## config.mk

```make
export PLATFORM = sky130hd
export DESIGN_NAME = fifo_uart_tx_reader
export DESIGN_NICKNAME = d
export VERILOG_FILES = /design/src/rtl/fifo_uart_tx_reader.sv
export SDC_FILE = /design/constraint.sdc
export NUM_CORES = 1
export LEC_CHECK = 0
export CAP_MARGIN = 20
export CORE_ASPECT_RATIO = 1.75
export CORE_UTILIZATION = 46
export CTS_BUF_LIST = sky130_fd_sc_hd__clkbuf_16
export DETAILED_ROUTE_END_ITERATION = 8
export PLACE_DENSITY = 0.68
export SYNTH_ARGS = -nofsm -noshare
export SYNTH_HDL_FRONTEND = slang
export SYNTH_SLANG_ARGS = --single-unit
```

## constraint.sdc

```tcl
create_clock -name clk -period 2.3 [get_ports clk]
set_input_delay 0.23 -clock clk [delete_from_list [all_inputs] [get_ports clk]]
set_output_delay 0.23 -clock clk [all_outputs]
set_load 0.02 [all_outputs]
```

## src/rtl/fifo_uart_tx_reader.sv

```systemverilog
// Serialises words popped from a show-ahead FIFO onto a UART tx line (start, data LSB first, stop).
// Optional even-parity bit after the data bits: define FIFO_UART_TX_PARITY_EN to include it.
module fifo_uart_tx_reader #(
    parameter int WIDTH     = 8,
    parameter int CLK_DIV   = 16,
    parameter int STOP_BITS = 1
) (
    input  logic             clk,
    input  logic             rst,
    input  logic             enable,
    input  logic [WIDTH-1:0] fifo_data_in,
    input  logic             fifo_empty,
    output logic             fifo_read_ins,
    output logic             tx,
    output logic             tx_busy
);

    localparam int CNT_W   = (CLK_DIV > 1) ? $clog2(CLK_DIV) : 1;
    localparam int IDX_MAX = (WIDTH > STOP_BITS) ? WIDTH : STOP_BITS;
    localparam int IDX_W   = (IDX_MAX > 1) ? $clog2(IDX_MAX) : 1;

    localparam logic [CNT_W-1:0] CNT_LAST  = CNT_W'(CLK_DIV - 1);
    localparam logic [IDX_W-1:0] BIT_LAST  = IDX_W'(WIDTH - 1);
    localparam logic [IDX_W-1:0] STOP_LAST = IDX_W'(STOP_BITS - 1);

    typedef enum logic [2:0] {
        IDLE,
        START,
        DATA,
        PARITY,
        STOP
    } state_t;

    state_t             state_q, state_d;
    logic [CNT_W-1:0]   cnt_q, cnt_d;
    logic [IDX_W-1:0]   idx_q, idx_d;
    logic [WIDTH-1:0]   shift_q, shift_d;
    logic               rd_q, rd_d;
    logic               tx_q, tx_d;
    logic               bit_end;
`ifdef FIFO_UART_TX_PARITY_EN
    logic               parity_q, parity_d;
`endif

    assign bit_end = (cnt_q == CNT_LAST);

    // tx is computed one cycle ahead so the line itself comes straight from a flop.
    always_comb begin
        // NOTE: every signal gets a default before the case; a path that leaves one unassigned infers a latch.
        state_d = state_q;
        cnt_d   = bit_end ? '0 : cnt_q + CNT_W'(1);
        idx_d   = idx_q;
        shift_d = shift_q;
        rd_d    = 1'b0;
        tx_d    = tx_q;
`ifdef FIFO_UART_TX_PARITY_EN
        parity_d = parity_q;
`endif
        case (state_q)
            IDLE: begin
                cnt_d = '0;
                idx_d = '0;
                tx_d  = 1'b1;
                if (enable && !fifo_empty) begin
                    state_d = START;
                    shift_d = fifo_data_in;
                    rd_d    = 1'b1;
                    tx_d    = 1'b0;
`ifdef FIFO_UART_TX_PARITY_EN
                    parity_d = ^fifo_data_in;
`endif
                end
            end
            START: begin
                if (bit_end) begin
                    state_d = DATA;
                    tx_d    = shift_q[0];
                end
            end
            DATA: begin
                if (bit_end) begin
                    if (idx_q == BIT_LAST) begin
                        idx_d = '0;
`ifdef FIFO_UART_TX_PARITY_EN
                        state_d = PARITY;
                        tx_d    = parity_q;
`else
                        state_d = STOP;
                        tx_d    = 1'b1;
`endif
                    end else begin
                        idx_d   = idx_q + IDX_W'(1);
                        shift_d = shift_q >> 1;
                        tx_d    = shift_d[0];
                    end
                end
            end
`ifdef FIFO_UART_TX_PARITY_EN
            PARITY: begin
                if (bit_end) begin
                    state_d = STOP;
                    tx_d    = 1'b1;
                end
            end
`endif
            STOP: begin
                tx_d = 1'b1;
                if (bit_end) begin
                    if (idx_q == STOP_LAST) begin
                        state_d = IDLE;
                        idx_d   = '0;
                    end else begin
                        idx_d = idx_q + IDX_W'(1);
                    end
                end
            end
            default: begin
                state_d = IDLE;
                tx_d    = 1'b1;
            end
        endcase
    end

    // Reset drops any latched word; the FIFO already popped it and is not re-read.
    always_ff @(posedge clk or posedge rst) begin
        if (rst) begin
            state_q  <= IDLE;
            cnt_q    <= '0;
            idx_q    <= '0;
            shift_q  <= '0;
            rd_q     <= 1'b0;
            tx_q     <= 1'b1;
`ifdef FIFO_UART_TX_PARITY_EN
            parity_q <= 1'b0;
`endif
        end else begin
            // NOTE: non-blocking assignments so every flop samples the pre-edge values.
            state_q  <= state_d;
            cnt_q    <= cnt_d;
            idx_q    <= idx_d;
            shift_q  <= shift_d;
            rd_q     <= rd_d;
            tx_q     <= tx_d;
`ifdef FIFO_UART_TX_PARITY_EN
            parity_q <= parity_d;
`endif
        end
    end

    assign fifo_read_ins = rd_q;
    assign tx            = tx_q;
    assign tx_busy       = (state_q != IDLE);

endmodule

```

== Yosys cells after proc, flatten, opt, wreduce, memory -nomap -nowiden ==
Cells that the tools add are included.
Widths: inputs -> output; s select.
Operators by class
  add/subtract/negate cells: 2
  equal/unequal tests: 12
  mux-type cells: 25
  reductions and logical operators: 11
Operators with widths (count)
  $mux 3: 10
  $mux 8: 3
  $pmux 8 s2: 1
  $ne 2x2->1 const B: 7
  $pmux 3 s4: 1
  $pmux 3 s3: 1
  $mux 4: 2
  $eq 3x3->1 const B: 2
  $logic_not 3->1: 2
  $mux 1: 6
  $reduce_and 6->1: 1
  $reduce_bool 3->1: 2
  $add 4x1->4 const B: 1
  $eq 4x4->1 const B: 1
  $reduce_and 4->1: 1
  $add 3x1->3 const B: 1
  $eq 3x1->1 const B: 1
  $eq 3x2->1 const B: 1
  $pmux 1 s3: 1
  $reduce_and 3->1: 1
  $reduce_and 2->1: 1
  $reduce_bool 2->1: 1
  $logic_and 1x1->1: 1
  $logic_not 1->1: 1
Word-level totals
  flip-flop bits (word level): 20
  input port bits: 12
  output and inout port bits: 3
  word-level logic and storage cells: 56

== Logic depth before layout (Yosys ltp) ==
Gate-level depths: netlist of the first run.
  depth after elaboration: 4
  mapped depth: 5

== Worst setup path before layout of the first run ==
Ideal clock, no wire load.
  path kind: register to register
  from: reg idx_q[0]
  to: reg shift_q[1]
  arrival time: 1847 ps
  required time: 2175 ps
  setup slack: 328 ps
  cell stages (with the launch flop): 6
  period minus slack after synthesis: 1972 ps
  cells stage by stage: dfrtp_1 ha_1 ha_1 or4b_4 o22ai_4 mux2_2
Between the ends
  word-level cells in the longest chain between the ends: 3
Ends and longest elaborated chain
  start, declared: RTL line 36  | logic [IDX_W-1:0] idx_q, idx_d;
  start signal, assigned: RTL line 140  | idx_q <= idx_d;
  $eq 3x3->1: RTL line 82  | if (idx_q == BIT_LAST) begin
  $ne 2x2->1 (no source line)
  $reduce_and 4->1 (no source line)
  end signal, assigned: RTL line 141  | shift_q <= shift_d;
  end, declared: RTL line 37  | logic [WIDTH-1:0] shift_q, shift_d;
Every way passes these cells.
A chain may end at the register's enable or synchronous reset.

== Worst setup path after layout of the first run ==
  from: reg idx_q[0]
  to: reg shift_q[6]
The elaborated chain is that of the path after synthesis.

==> impl_metrics.yaml, run 1 <==
setup_path:
  worst_ep_arrival_time_ns: 2.24
  regToRegSetupSlack_ns: 0.20
  cp_cell_sequence: "ha_1 > ha_1 > or4b_4 > o22ai_4 > mux2_2"
  path_class: "reg -> reg"
  cp_common_cell: "ha_1"
  crit_family: "simple AND/OR/NAND/NOR gates"
  cpMaxStageDelayCell: "or4b_4"
  crit_required_ns: 2.44
  cp_max_fo: 8
  cp-end-kind: "flip-flop"
  startpoint_type: "flip-flop"
  crit_buf_inv: 0
  cpPeakStageDelay_ns: 0.50
route:
  drtIter0Drc: 13
  drcViolationCount: 0
  viasPerCell: 5.87
  ant_nets: 0
  wl_per_cell_um: 15.5
  num_vias: 863
  routed_wl_mm: 2.28
  drt_pass1_iterations: 4
place:
  place_area_um2: 1330
  dp_hpwl_mm: 1.75
  gp_congestion: 0.736
  portBuffers: 14
power:
  powerDensity_nw_per_um2: 1000
  p_total_uw: 1410
  ir_drop_uv: 602
  swShare_pct: 31.9
  seq_power_share_pct: 43.7
  p_leak_uw: 0.000577
  combPwrFrac_pct: 30.8
  p_switching_uw: 449
  p_clk_share_pct: 25.5
  p_int_uw: 958
timing:
  fmax_mhz: 477
  setup-tns-final_ns: 0
  tightest_slew_ns: 0.784
  slew_viol_final: 0
  hold_violations: 0
  max_slew_margin_pct: 47.7
  whs_ns: 0.431
  skew_ns: 0.00157
  rsz0062_at_grt: "false"
  period_share_pct: 91.2
  setup_violations: 0
  fin_crit_ns: 2.10
final_layout:
  drive_gt1_share_pct: 20.5
  final_core_utilization_pct: 60.2
  layout_common_cells: "19 x dfrtp_1, 14 x clkdlybuf4s50_1, 13 x mux2_2, 9 x inv_1, 7 x a21oi_1"
  regArea_um2: 502
  final_common_cell: "dfrtp_1"
  synthToLayoutAreaGrowth_pct: 22.1
  multi_input_area_um2: 599
  nets: 140
  stdcell_area_um2: 1400
  nFillCells: 189
  antenna_cells: 0
logic_synthesis:
  synth_top_area_share_pct: 41.3
  yosysTopAreaCell: "dfrtp_1"
  syn_inst: 105
  ys_seq_area_share_pct: 43.6
  synth_nets: 122
  synthesis.area_um2: 1150
  synth_cell_types: 35
  syn_avg_cell_area_um2: 11.0
  ys_ff_latch: 20
  yosys_warnings: 0
  synth_area_leaders: "dfrtp_1 41%, mux2_2 13%, ha_1 5.4%"
global_route:
  grt_use_total_pct: 22.6
  gr-total-overflow: 0
  antenna_found_initial: 0
  grt_max_degree: 21
  grt_pass1_vias: 909
  grt_pass1_wl_mm: 4.06
clock_tree:
  ctsHoldBuffers: 0
  root_buffer: "clkbuf_16"
  clkTransAtPathRegs_ns: 0.05
  cts_sinks: 20
  cts_tree: "done"
  cts_made_buffers: 3
  cts_resized: 0
  ctsHtreeMaxLevel: 1
  cts_setup_buffers: 0
  clkLatencyLatePin_ns: 0.25
  clk_path_buf_depth: 2
floorplanning:
  die_x_um: 39.8
  start_util_pct: 49.3
  die_h_um: 68.1
  ios: 15
  fp-row-count: 23
  dieArea_um2: 2710
  coreArea_um2: 2330
run_status:
  status: "finished clean"
worst_hold_path:
  min_path_type: "in -> async"
run:
  cap_violations: 0
## metal layers
metal	wire, µm	track usage [%]
met2	1280	39.3
met5	0	0
met4	55	11.6
met3	60	3.90
met1	883	24.9
## flip-flops by register name, summed over array words and instances (netlist names)
signal and cells:
shift_q 8, cnt_q 4, fifo_read_ins 1, state_q 3
tx 1, idx_q 3
## synthesized netlist by cell type (all sizes together)
| cell type | n |
|---|---|
| dfstp | 1 |
| mux2 | 14 |
| clkbuf | 3 |
| nand3 | 2 |
| a32oi | 1 |
| nor4b | 1 |
| xor2 | 1 |
| ha | 5 |
| a311oi | 1 |
| and3b | 1 |
| dfrtp | 19 |
| buf | 1 |
| nor2 | 4 |
| o2bb2ai | 2 |
| o22ai | 1 |
| nand4b | 3 |
| nor3b | 3 |
| nand2b | 2 |
| and3 | 2 |
| and4b | 1 |
| o21ai | 5 |
| nor3 | 4 |
| xnor2 | 1 |
| inv | 8 |
| a21oi | 7 |
| or4b | 2 |
| a2111oi | 1 |
| nand2 | 4 |
| nor2b | 2 |
| a211o | 2 |
| and2 | 1 |
## through the flow
stage               worst slack, ns  instances
finish                        0.202        147
floorplan                     0.328        105
global route                  0.103        147
CTS                           0.186        147
global placement              0.242        143
detailed placement            0.200        143
## kinds of logic after synthesis
family / Yosys count / share of synthesized area (%)
compound gates: 20 / 12.3
xor+xnor: 2 / 1.52
fa+ha+maj: 5 / 5.44
buf+inv: 12 / 4.24
flops: 20 / 43.6
mux: 14 / 13.7
simple gates: 32 / 19.2
## final cells by class
cell class / count / area share [%]
inverter: 8 / 2.14
sequential: 20 / 35.7
tap: 25 / 2.23
clock buffer: 3 / 5.35
clock inverter: 1 / 0.267
timing repair buffer: 17 / 11.6
multi-input combinational: 73 / 42.7
## power by group through the flow
stage	Clock [µW]	Sequential [µW]	Combinational [µW]
after floorplan	0	582	328
after global routing	380	635	491
after global placement	0	612	414
final	359	615	434
after CTS	368	614	441
after detailed placement	0	621	436
## worst paths after layout
path                                           to  cells past startpoint              startpoint
max                        shift_q[6]$_DFFE_PP0P_                      5    idx_q[0]$_DFFE_PP0P_
min reg2reg                shift_q[0]$_DFFE_PP0P_                      1  shift_q[0]$_DFFE_PP0P_
min                            cnt_q[0]$_DFF_PP0_                      2                     rst
max in group asynchronous  state_q[2]$_DFFE_PP0P_                      2                     rst
max reg2reg                shift_q[6]$_DFFE_PP0P_                      5    idx_q[0]$_DFFE_PP0P_
min in group clk           shift_q[0]$_DFFE_PP0P_                      1  shift_q[0]$_DFFE_PP0P_
No activity file was read; power rests on OpenSTA's default activity.
==> run 2, diff against run 1 <==
CORE_MARGIN = 1.5   (was not set)
clock period = 2.6 ns   (was 2.3 ns; I/O delays follow)
==> run 2 against run 1 <==
Against the previous run:
- clock-buffer cell count unchanged
- clock power down 9.5%
- worst setup slack better by 0.20 ns
- sequential share of layout area is 0.39 points higher
- total power fell by 12%
- hold slack gained 0.025 ns
- critical path depth down 2
- critical path type is now reg -> out
- critical endpoint is now tx_busy
- highest routed layer unchanged
==> impl_metrics.yaml, run 2 (same netlist as run 1, synthesis figures left out) <==
run_status:
  status: "finished clean"
final_layout:
  nets: 138
  drive_gt1_share_pct: 19.2
  nFillCells: 204
  synthToLayoutAreaGrowth_pct: 20.8
  fin_cells: 145
  reg.largest.list: "shift_q: 8 flops, cnt_q: 4 flops"
  final_common_cell: "dfrtp_1"
  regArea_um2: 502
  antenna_cells: 0
  final_core_utilization_pct: 59.6
  largest_reg_flops: 8
  layout_common_cells: "19 x dfrtp_1, 14 x clkdlybuf4s50_1, 13 x mux2_2, 8 x inv_1, 7 x a21oi_1"
  largest-register: "shift_q"
  multi_input_area_um2: 599
global_route:
  antenna_found_initial: 0
  grt_use_total_pct: 21.2
  grt_pass1_vias: 910
  gr-total-overflow: 0
  grt_pass1_wl_mm: 4.18
  grt_max_degree: 21
setup_path:
  crit_buf_inv: 2
  critPathLaunch: "state_q[0]$_DFFE_PP0P_"
  r2r-end: "shift_q[6]$_DFFE_PP0P_"
  cp.depth: 3
  startpoint_type: "flip-flop"
  crit_required_ns: 2.34
  cpMaxStageDelayCell: "dfrtp_1"
  critical_path.endpoint: "tx_busy"
  worst_ep_arrival_time_ns: 1.94
  regToRegSetupSlack_ns: 0.50
  rr_startpoint: "idx_q[0]$_DFFE_PP0P_"
  cp_max_fo: 15
  cpPeakStageDelay_ns: 0.69
  crit_family: "buffers and inverters"
  reg2reg_depth: 5
  cp_cell_sequence: "nor3_4 > inv_1 > clkdlybuf4s50_1"
  path_class: "reg -> out"
  cp-end-kind: "output port"
timing:
  whs_ns: 0.456
  tightest_slew_ns: 0.775
  setup_ws_ns: 0.402
  fmax_mhz: 455
  fin_crit_ns: 2.20
  slew_viol_final: 0
  period_share_pct: 84.5
  setup-tns-final_ns: 0
  hold_violations: 0
  rsz0062_at_grt: "false"
  skew_ns: 0.00276
  setup_violations: 0
  max_slew_margin_pct: 48.3
floorplanning:
  dieArea_um2: 2820
  ios: 15
  die_h_um: 69.1
  fp-row-count: 23
  die_x_um: 40.8
  coreArea_um2: 2330
  start_util_pct: 49.3
clock_tree:
  cts_tree: "done"
  cts_setup_buffers: 0
  ctsHoldBuffers: 0
  clkTransAtPathRegs_ns: 0.06
  ctsHtreeMaxLevel: 1
  clkLatencyLatePin_ns: 0.26
  cts_sinks: 20
  cts_made_buffers: 3
  cts_resized: 0
  root_buffer: "clkbuf_16"
  clk_path_buf_depth: 2
power:
  ir_drop_uv: 450
  powerDensity_nw_per_um2: 896
  p_leak_uw: 0.000563
place:
  gp_congestion: 0.734
  portBuffers: 14
  place_ws_ns: 0.491
  dp.cells: 141
  dp_hpwl_mm: 1.75
route:
  wl_met1_um: 916
  drcViolationCount: 0
  wl_per_cell_um: 16.2
  ant_nets: 0
  viasPerCell: 5.91
  dr_wl_met2_mm: 1.33
  drtIter0Drc: 17
  routed_wl_mm: 2.35
  top_layer: "met4"
  drt_pass1_iterations: 4
  num_vias: 857
  met3WireLength_um: 48
run:
  cap_violations: 0
worst_hold_path:
  min_path_type: "in -> async"
run 2: cell types whose count changed in the layout (fill, tap and decap cells not counted), sizes merged:
| cell | previous run | this run |
|---|---|---|
| clkinv | 0 | 1 |
| buf | 3 | 1 |
| inv | 9 | 8 |
run 2: area by class of cell:
type | count | share of cell area (%)
inverter | 8 | 2.16
sequential | 20 | 36.1
tap | 25 | 2.25
clock inverter | 1 | 0.270
timing repair buffer | 15 | 10.6
clock buffer | 3 | 5.41
multi-input combinational | 73 | 43.2
run 2: where the power goes:
part           internal (µW)  switching (µW)  leakage, µW
sequential               437             117     0.000246
clock                    205             120    0.0000385
combinational            199             167     0.000278
total                    841             404     0.000563
run 2: stage by stage:
step,cell area (µm²),total power [µW]
floorplan,1150,804
global placement,1310,896
detailed placement,1310,925
CTS,1390,1250
global route,1390,1320
finish,1390,1240
run 2: worst min path at each step:
stage,from,end,slack [ns],depth (start not counted)
after floorplan,rst,cnt_q[0]$_DFF_PP0_,0.22,1
after global placement,shift_q[0]$_DFFE_PP0P_,shift_q[0]$_DFFE_PP0P_,0.47,1
after detailed placement,shift_q[0]$_DFFE_PP0P_,shift_q[0]$_DFFE_PP0P_,0.48,1
after CTS,rst,shift_q[7]$_DFFE_PP0P_,0.49,2
after global routing,shift_q[0]$_DFFE_PP0P_,shift_q[0]$_DFFE_PP0P_,0.52,1
final,rst,shift_q[7]$_DFFE_PP0P_,0.46,2
run 2: routing by layer:
metal,GRT usage [%],up-vias
met4,10.0,0
li1,-,410
met5,0,-
met1,25.1,428
met3,3.22,5
met2,34.5,14
run 2: worst register-to-register path: stages (launching register included):
cell and delay [ns]:
dfrtp_1 0.40, ha_1 0.23, ha_1 0.20, or4b_4 0.50, o22ai_4 0.28, mux2_2 0.38
==> run 3, diff against run 2 <==
clock period = 2.3 ns   (was 2.6 ns; I/O delays follow)
==> run 3 against run 2 <==
Against the previous run:
- sequential power increased by 11%
- via count increased by 2.0%
- largest cell class unchanged
- register-to-register slack got worse by 0.30 ns
- critical path type is now reg -> reg
==> impl_metrics.yaml, run 3 (same netlist as run 1, synthesis figures left out) <==
setup_path:
  regToRegSetupSlack_ns: 0.20
  cp_common_cell: "ha_1"
  cp-end-kind: "flip-flop"
  cpMaxStageDelayCell: "or4b_4"
  cp_max_fo: 8
  cp_cell_sequence: "ha_1 > ha_1 > or4b_4 > o22ai_4 > mux2_2"
  crit_required_ns: 2.44
  cpPeakStageDelay_ns: 0.50
  path_class: "reg -> reg"
  startpoint_type: "flip-flop"
  worst_ep_arrival_time_ns: 2.24
final_layout:
  layout_common_cells: "19 x dfrtp_1, 14 x clkdlybuf4s50_1, 13 x mux2_2, 8 x inv_1, 7 x a21oi_1"
  antenna_cells: 0
  reg.largest.list: "shift_q: 8 flops, cnt_q: 4 flops"
  largest_reg_flops: 8
  synthToLayoutAreaGrowth_pct: 22.1
  final_common_cell: "dfrtp_1"
  nets: 140
  largest-register: "shift_q"
  nFillCells: 199
  final_core_utilization_pct: 60.2
  drive_gt1_share_pct: 20.5
route:
  num_vias: 874
  viasPerCell: 5.95
  drcViolationCount: 0
  wl_per_cell_um: 15.2
  drt_pass1_iterations: 4
  ant_nets: 0
  drtIter0Drc: 10
  routed_wl_mm: 2.24
timing:
  tightest_slew_ns: 0.778
  slew_viol_final: 0
  period_share_pct: 91.4
  setup_ws_ns: 0.199
  setup-tns-final_ns: 0
  fmax_mhz: 476
  skew_ns: 0.00115
  rsz0062_at_grt: "false"
  fin_crit_ns: 2.10
  setup_violations: 0
  whs_ns: 0.421
  hold_violations: 0
  max_slew_margin_pct: 48.1
global_route:
  grt_pass1_wl_mm: 4.14
  grt.met1_usage_pct: 24.7
  top_usage_layer: "met2"
  antenna_found_initial: 0
  met2_usage_pct: 33.5
  grt_use_total_pct: 20.7
  gr-total-overflow: 0
  grt_max_degree: 21
  grt_pass1_vias: 936
  use_met3_pct: 3.86
power:
  ir_drop_uv: 518
  powerDensity_nw_per_um2: 1000
  p_leak_uw: 0.000573
  p_total_uw: 1410
clock_tree:
  clkLatencyLatePin_ns: 0.25
  clk_path_buf_depth: 2
  ctsHoldBuffers: 0
  clkTransAtPathRegs_ns: 0.06
  ctsHtreeMaxLevel: 1
  cts_setup_buffers: 0
  cts_tree: "done"
  cts_made_buffers: 3
  cts_resized: 0
  cts_sinks: 20
  root_buffer: "clkbuf_16"
place:
  gp_congestion: 0.736
  place_ws_ns: 0.203
  dp_hpwl_mm: 1.72
  portBuffers: 14
floorplanning:
  die_h_um: 69.1
  start_util_pct: 49.3
  coreArea_um2: 2330
  dieArea_um2: 2820
  ios: 15
  die_x_um: 40.8
  fp-row-count: 23
worst_hold_path:
  min_path_type: "in -> async"
run:
  cap_violations: 0
run_status:
  status: "finished clean"
run 3: critical path: cells and delay by family, from the launching register on:
family	cells	cell delay, ns
muxes	1	0.38
AOI/OAI and AO/OA	1	0.28
and+or+nand+nor	1	0.50
DFF	1	0.40
adders and majority gates	2	0.43
run 3: metal layers:
metal  vias up  share of wire (%)
met5         -                  0
met4         0                2.0
met3         5                2.3
met2        14                 56
met1       438                 40
li1        417                  -
run 3: final timing paths:
kind / endpoint / cells after the start / from
worst max register to register: shift_q[6]$_DFFE_PP0P_ / 5 / idx_q[0]$_DFFE_PP0P_
worst min-delay path: shift_q[6]$_DFFE_PP0P_ / 2 / rst
min in group clk: shift_q[0]$_DFFE_PP0P_ / 1 / shift_q[0]$_DFFE_PP0P_
max in group asynchronous: state_q[1]$_DFFE_PP0P_ / 2 / rst
worst min register to register: shift_q[0]$_DFFE_PP0P_ / 1 / shift_q[0]$_DFFE_PP0P_
worst max-delay path: shift_q[6]$_DFFE_PP0P_ / 5 / idx_q[0]$_DFFE_PP0P_
run 3: power breakdown:
| group | switching (µW) | internal, µW |
|---|---|---|
| Clock | 132 | 232 |
| Combinational | 198 | 232 |
| Sequential | 122 | 494 |
| Total | 452 | 958 |
run 3: metrics by stage:
step,instance area (µm²),cells
after detailed placement,1330,143
final,1400,147
after CTS,1400,147
after floorplan,1150,105
after global placement,1330,143
after global routing,1400,147
run 3: layout make-up:
type,instances,area (µm²),share of cell area (%)
sequential,20,502,35.7
multi-input combinational,73,599,42.7
clock inverter,1,3.75,0.267
inverter,8,30.0,2.14
tap,25,31.3,2.23
timing repair buffer,17,163,11.6
clock buffer,3,75.1,5.35
